<file path="config.mk">
export PLATFORM = sky130hd
export DESIGN_NAME = alu_scheduler
export DESIGN_NICKNAME = d
export VERILOG_FILES = /design/src/rtl/alu_scheduler.sv
export SDC_FILE = /design/constraint.sdc
export NUM_CORES = 1
export LEC_CHECK = 0
export BUFFER_PORTS_ARGS = -buffer_cell sky130_fd_sc_hd__buf_2
export CAP_MARGIN = 10
export CORE_MARGIN = 1
export CORE_UTILIZATION = 45
export CTS_BUF_LIST = sky130_fd_sc_hd__clkbuf_4 sky130_fd_sc_hd__clkbuf_8
export DETAILED_ROUTE_END_ITERATION = 10
export PLACE_DENSITY = 0.77
export SYNTH_ARGS = -nofsm -noshare
export SYNTH_HDL_FRONTEND = slang
export SYNTH_SLANG_ARGS = --single-unit
</file>
<file path="constraint.sdc">
create_clock -name CLK -period 3.75 [get_ports CLK]
set_input_delay 0.1875 -clock CLK [delete_from_list [all_inputs] [get_ports CLK]]
set_output_delay 0.1875 -clock CLK [all_outputs]
set_load 0.005 [all_outputs]
</file>
<file path="src/rtl/alu_scheduler.sv">
// Two-requester front end for a shared, externally pipelined ALU.
// Round-robin grant, per-opcode EXEC latency, one-cycle response pulse.
module alu_scheduler #(
    parameter int unsigned ADD_LAT   = 2,
    parameter int unsigned LOGIC_LAT = 1
) (
    input  logic       CLK,
    input  logic       RESET,
    input  logic       REQ0_VALID,
    output logic       REQ0_READY,
    input  logic [2:0] REQ0_OP,
    input  logic [7:0] REQ0_A,
    input  logic [7:0] REQ0_B,
    input  logic       REQ1_VALID,
    output logic       REQ1_READY,
    input  logic [2:0] REQ1_OP,
    input  logic [7:0] REQ1_A,
    input  logic [7:0] REQ1_B,
    output logic [2:0] ALU_OP,
    output logic [7:0] ALU_DATA1,
    output logic [7:0] ALU_DATA2,
    input  logic [7:0] ALU_RESULT,
    input  logic       ALU_ZERO,
    output logic       RSP0_VALID,
    output logic       RSP1_VALID,
    output logic [7:0] RSP_RESULT,
    output logic       RSP_ZERO,
    output logic       RSP_ERR,
    output logic       BUSY
);

    localparam logic [2:0] AddLatC   = 3'(ADD_LAT);
    localparam logic [2:0] LogicLatC = 3'(LOGIC_LAT);
    localparam logic [2:0] OpAdd     = 3'b001;
    localparam logic [2:0] OpBeq     = 3'b101;
    localparam logic [2:0] OpIll     = 3'b111;

    typedef enum logic [1:0] {
        StIdle = 2'b00,
        StExec = 2'b01,
        StResp = 2'b10
    } state_t;

    state_t     r_state;
    state_t     w_state_nxt;
    logic       r_last;
    logic       r_owner;
    logic [2:0] r_cnt;
    logic [2:0] r_alu_op;
    logic [7:0] r_alu_d1;
    logic [7:0] r_alu_d2;
    logic [7:0] r_rsp_result;
    logic       r_rsp_zero;
    logic       r_rsp_err;

    logic       w_idle;
    logic       w_grant0;
    logic       w_grant1;
    logic       w_hs;
    logic       w_sel;
    logic [2:0] w_op;
    logic [7:0] w_a;
    logic [7:0] w_b;
    logic [2:0] w_lat;
    logic       w_ill;
    logic       w_exec_done;

    assign w_idle = (r_state == StIdle);

    // Under contention the requester that did not win last time is served.
    assign w_grant0 = w_idle && REQ0_VALID && (!REQ1_VALID || r_last);
    assign w_grant1 = w_idle && REQ1_VALID && (!REQ0_VALID || !r_last);
    assign w_hs     = w_grant0 || w_grant1;
    assign w_sel    = w_grant1;

    assign w_op  = w_sel ? REQ1_OP : REQ0_OP;
    assign w_a   = w_sel ? REQ1_A  : REQ0_A;
    assign w_b   = w_sel ? REQ1_B  : REQ0_B;
    assign w_ill = (w_op == OpIll);
    assign w_lat = ((w_op == OpAdd) || (w_op == OpBeq)) ? AddLatC : LogicLatC;

    // A zero count can only appear through a bad parameter; treat it as last cycle.
    assign w_exec_done = (r_state == StExec) && (r_cnt <= 3'd1);

    always_comb begin
        w_state_nxt = r_state;
        unique case (r_state)
            StIdle: begin
                if (w_hs) begin
                    w_state_nxt = w_ill ? StResp : StExec;
                end
            end
            StExec: begin
                if (w_exec_done) begin
                    w_state_nxt = StResp;
                end
            end
            StResp:  w_state_nxt = StIdle;
            default: w_state_nxt = StIdle;
        endcase
    end

    always_ff @(posedge CLK or negedge RESET) begin
        if (!RESET) begin
            r_state <= StIdle;
            r_last  <= 1'b1;
            r_owner <= 1'b0;
        end else begin
            r_state <= w_state_nxt;
            if (w_hs) begin
                r_last  <= w_sel;
                r_owner <= w_sel;
            end
        end
    end

    always_ff @(posedge CLK or negedge RESET) begin
        if (!RESET) begin
            r_cnt <= 3'd0;
        end else if (w_hs) begin
            r_cnt <= w_ill ? 3'd0 : w_lat;
        end else if (w_exec_done) begin
            r_cnt <= 3'd0;
        end else if (r_state == StExec) begin
            r_cnt <= r_cnt - 3'd1;
        end
    end

    // Illegal opcodes leave the ALU-facing registers untouched.
    always_ff @(posedge CLK or negedge RESET) begin
        if (!RESET) begin
            r_alu_op <= 3'b000;
            r_alu_d1 <= 8'h00;
            r_alu_d2 <= 8'h00;
        end else if (w_hs && !w_ill) begin
            r_alu_op <= w_op;
            r_alu_d1 <= w_a;
            r_alu_d2 <= w_b;
        end
    end

    always_ff @(posedge CLK or negedge RESET) begin
        if (!RESET) begin
            r_rsp_result <= 8'h00;
            r_rsp_zero   <= 1'b0;
            r_rsp_err    <= 1'b0;
        end else if (w_hs && w_ill) begin
            r_rsp_result <= 8'h00;
            r_rsp_zero   <= 1'b0;
            r_rsp_err    <= 1'b1;
        end else if (w_exec_done) begin
            r_rsp_result <= ALU_RESULT;
            r_rsp_zero   <= ALU_ZERO;
            r_rsp_err    <= 1'b0;
        end
    end

    assign REQ0_READY = w_grant0;
    assign REQ1_READY = w_grant1;
    assign ALU_OP     = r_alu_op;
    assign ALU_DATA1  = r_alu_d1;
    assign ALU_DATA2  = r_alu_d2;
    assign RSP0_VALID = (r_state == StResp) && !r_owner;
    assign RSP1_VALID = (r_state == StResp) && r_owner;
    assign RSP_RESULT = r_rsp_result;
    assign RSP_ZERO   = r_rsp_zero;
    assign RSP_ERR    = r_rsp_err;
    assign BUSY       = !w_idle;

endmodule
</file>
==> results.md <==
* Status: complete, no violations
* Total clock buffers created by CTS at 5
* Met1 usage at around a quarter
* DRC Markers at 0
* Most frequent cells in the layout: buf_2, dfrtp_1, mux2_2
* Placed cell areas at around 0.0023 mm2
* GR Layer Usage met2 at 34.6%
* Vias per cell at 5.08
* Die X at between 60 and 70 um
* Critical Path AT at 2.62 ns
* Syn Area/Cell at around 12 um2
* Slew Limit Fails at 0
* RR Endpoint: ALU_DATA2[2]
* Worst Hold Launch: ALU_RESULT[2]
* Worst Hold End: RSP_RESULT[2]
* Register area share after synthesis at between 40 and 50%
* Most used routing layer: met2
* DPL Wire Length at between 3000 and 4000 um
* I/O Pins at 85
* CP delay by family, top: compound AO/OA/AOI/OAI gates
* Yosys reg bits at 36
* Setup TNS at 0 ns
* Leakage at 1.22 nW
* Reg clk slew, reported paths at around 0.07 ns
* Starting Density at 46.9%
* Most common cell after layout, fill and taps aside: buf_2
* Netlist cell types at 40
* Clock Tree Root: clkbuf_8
* Period utilization at 65.4%
* Post-layout min period at 2.45 ns
* First-pass GRT wire length at just under 7000 um
* Worst-Skew Late Latency at between 0.2 and 0.3 ns
* Total die area at around 0.0044 mm2
* Layout Skew at about 0.0042 ns
* Reg2Reg Depth at 4
* Synth warn at 0
* Vias at about 1500
* Vias in the first global route at roughly 1400
* Hold Path Class: in2reg
* Worst path bufs/invs at 0
* Detailed router's first-iteration violation count at 94
* GRT Resource Usage Total at 21.0%
* Worst setup EP type: register
* Worst reg-to-reg setup slack at 1.30 ns
* Initial antenna violation count at 0
* CTS resizes at 0
* Critical Path Most Common Cell: a211oi_4
* Worst path cell trace: a211oi_4 -> a21oi_2 -> a211oi_4 -> mux2_2
* CTS Sinks at 36
* WL per Instance at 14.1 um
* Worst slew pin tran at approximately 1.1 ns
* Slew headroom at slightly below 30%
* Antenna cell count at 0
* Mapped Nets at roughly 210
* F_max at just over 0.4 GHz
* Power density over the cells at 773 mW/mm2
* Post-CTS Hold Fix Bufs at 1
* CP Max Fanout at 18
* Startpoint types: register
* Post-synthesis cell count at approximately 150
* Hold Crit Depth at 3
* Synth top area share at a little under half
* NumNets Final at between 200 and 300
* Core Footprint at ~0.004 mm2
* Synthesized area at ~0.0019 mm2
* Slowest CP cell: a211oi_4
* DRT Pass-1 Iters at 4
* Layout cells sized above 1 at ~55%
* Setup CP Type: reg2reg
* Fillers at about 350
* Final Hold Fails at 0
* DIE HEIGHT at between 60 and 70 um
* Top post-synthesis cells by area: dfrtp_1, mux2_2, mux2_4
* GRT met3 Usage at 7.19%
* Max Cap Viol at 0
* Final Cell Area at about 0.0024 mm2
* Setup violators final at 0
* Site row count at 23
* # port buffers at 84
* Post-CTS setup repair buffer count at 0
* Detail Route Antenna Nets at 0
* Critical R2R Launch: r_state[0]
* Area grow syn2layout at 28.6%
* Pin count of the biggest net entering global routing at 37
* RSZ-0062 raised after global routing: false
* Clock tree buffer depth at 2
* Placer congestion estimate at roughly 0.84
* Grt ovf at 0
* Worst hold margin at 0.143 ns
* Critical Path RT at just under 4 ns
* Routed Wire Length at just over 4000 um
* VDD IR max at between 0.3 and 0.4 mV
* Yosys top cell by area: dfrtp_1
* CTS tree: built
* CP max stage delay at between 0.9 and 1 ns
* H-tree Lvls at 2
per-stage QoR:
step | setup WS (ns) | util (%) | total power, mW | std cells
after global placement | 1.36 | 58.0 | 1.59 | 282
after CTS | 1.28 | 60.3 | 1.89 | 290
after detailed placement | 1.30 | 58.0 | 1.61 | 282
final | 1.30 | 60.3 | 1.86 | 290
after floorplan | 1.80 | - | 1.31 | 154
after global routing | 1.07 | 60.3 | 2.02 | 290
worst reg2reg max path: stages, from the launching register on:
cell	delay [ns]
dfrtp_1	0.46
a211oi_4	0.37
a21oi_2	0.16
a211oi_4	0.91
mux2_2	0.42
per-layer routing:
metal	wire length, um	part of all wire [%]
met5	0	0
met2	2080	51
met1	1720	42
met3	216	5.3
met4	65	1.6
cell families after synthesis:
group	synth area share, %
AO/OA/AOI/OAI	12.1
AND/OR/NAND/NOR	7.67
flip-flops	48.1
adder cells (fa/ha/maj)	1.33
buffers and inverters	4.07
multiplexers	26.7
cells in the mapped netlist:
| master | number |
|---|---|
| dfrtp_1 | 35 |
| mux2_2 | 24 |
| mux2i_1 | 11 |
| nor2_1 | 11 |
| inv_1 | 9 |
| mux2_4 | 8 |
| nand2_1 | 8 |
| a2bb2oi_1 | 4 |
| o21ai_0 | 4 |
| a21oi_1 | 3 |
| a211oi_4 | 2 |
| a21boi_0 | 2 |
| buf_2 | 2 |
| clkbuf_1 | 2 |
| ha_1 | 2 |
| nand2b_1 | 2 |
| nor3b_1 | 2 |
| a21o_1 | 1 |
| a21o_2 | 1 |
| a21oi_2 | 1 |
| a311oi_1 | 1 |
| a31o_2 | 1 |
| a31oi_1 | 1 |
| and3_1 | 1 |
| and3_2 | 1 |
| buf_12 | 1 |
| clkbuf_2 | 1 |
| dfstp_2 | 1 |
| nand3_1 | 1 |
| nand3b_1 | 1 |
| nor3_1 | 1 |
| o2111ai_1 | 1 |
| o211ai_1 | 1 |
| o21a_1 | 1 |
| o21ai_1 | 1 |
| o21ba_2 | 1 |
| o22ai_1 | 1 |
| o311ai_0 | 1 |
| or2b_1 | 1 |
| or3_1 | 1 |
power by group:
group	total [mW]	leakage, nW	internal (mW)	switching (mW)
Clock	0.263	0.0445	0.133	0.130
Combinational	0.890	0.747	0.486	0.404
Sequential	0.711	0.430	0.589	0.121
cell type report:
type / instances / area, um2 / area share (%)
timing repair buffer: 85 / 430 / 17.8
tap: 50 / 62.6 / 2.59
inverter: 9 / 33.8 / 1.40
clock inverter: 1 / 5.00 / 0.207
multi-input combinational: 103 / 902 / 37.4
clock buffer: 6 / 76.3 / 3.16
sequential: 36 / 902 / 37.4
sequential cells by signal (all words and copies together) (netlist names):
signal,count
ALU_DATA1,8
ALU_DATA2,8
RSP_RESULT,8
ALU_OP,3
r_cnt,3
r_state,2
RSP_ERR,1
RSP_ZERO,1
r_last,1
r_owner,1
worst max path at each step:
stage / endpoint / slack [ns] / from / depth (start not counted)
2_1_floorplan: ALU_DATA1[1] / 1.80 / r_state[0] / 5
3_3_place_gp: ALU_DATA2[2] / 1.36 / r_state[0] / 4
3_5_place_dp: ALU_DATA2[2] / 1.30 / r_state[0] / 4
4_1_cts: REQ1_READY / 1.28 / r_state[0] / 4
5_1_grt: REQ1_READY / 1.07 / r_state[0] / 4
6_report: ALU_DATA2[2] / 1.30 / r_state[0] / 4
No activity file was read; power rests on OpenSTA's default activity.
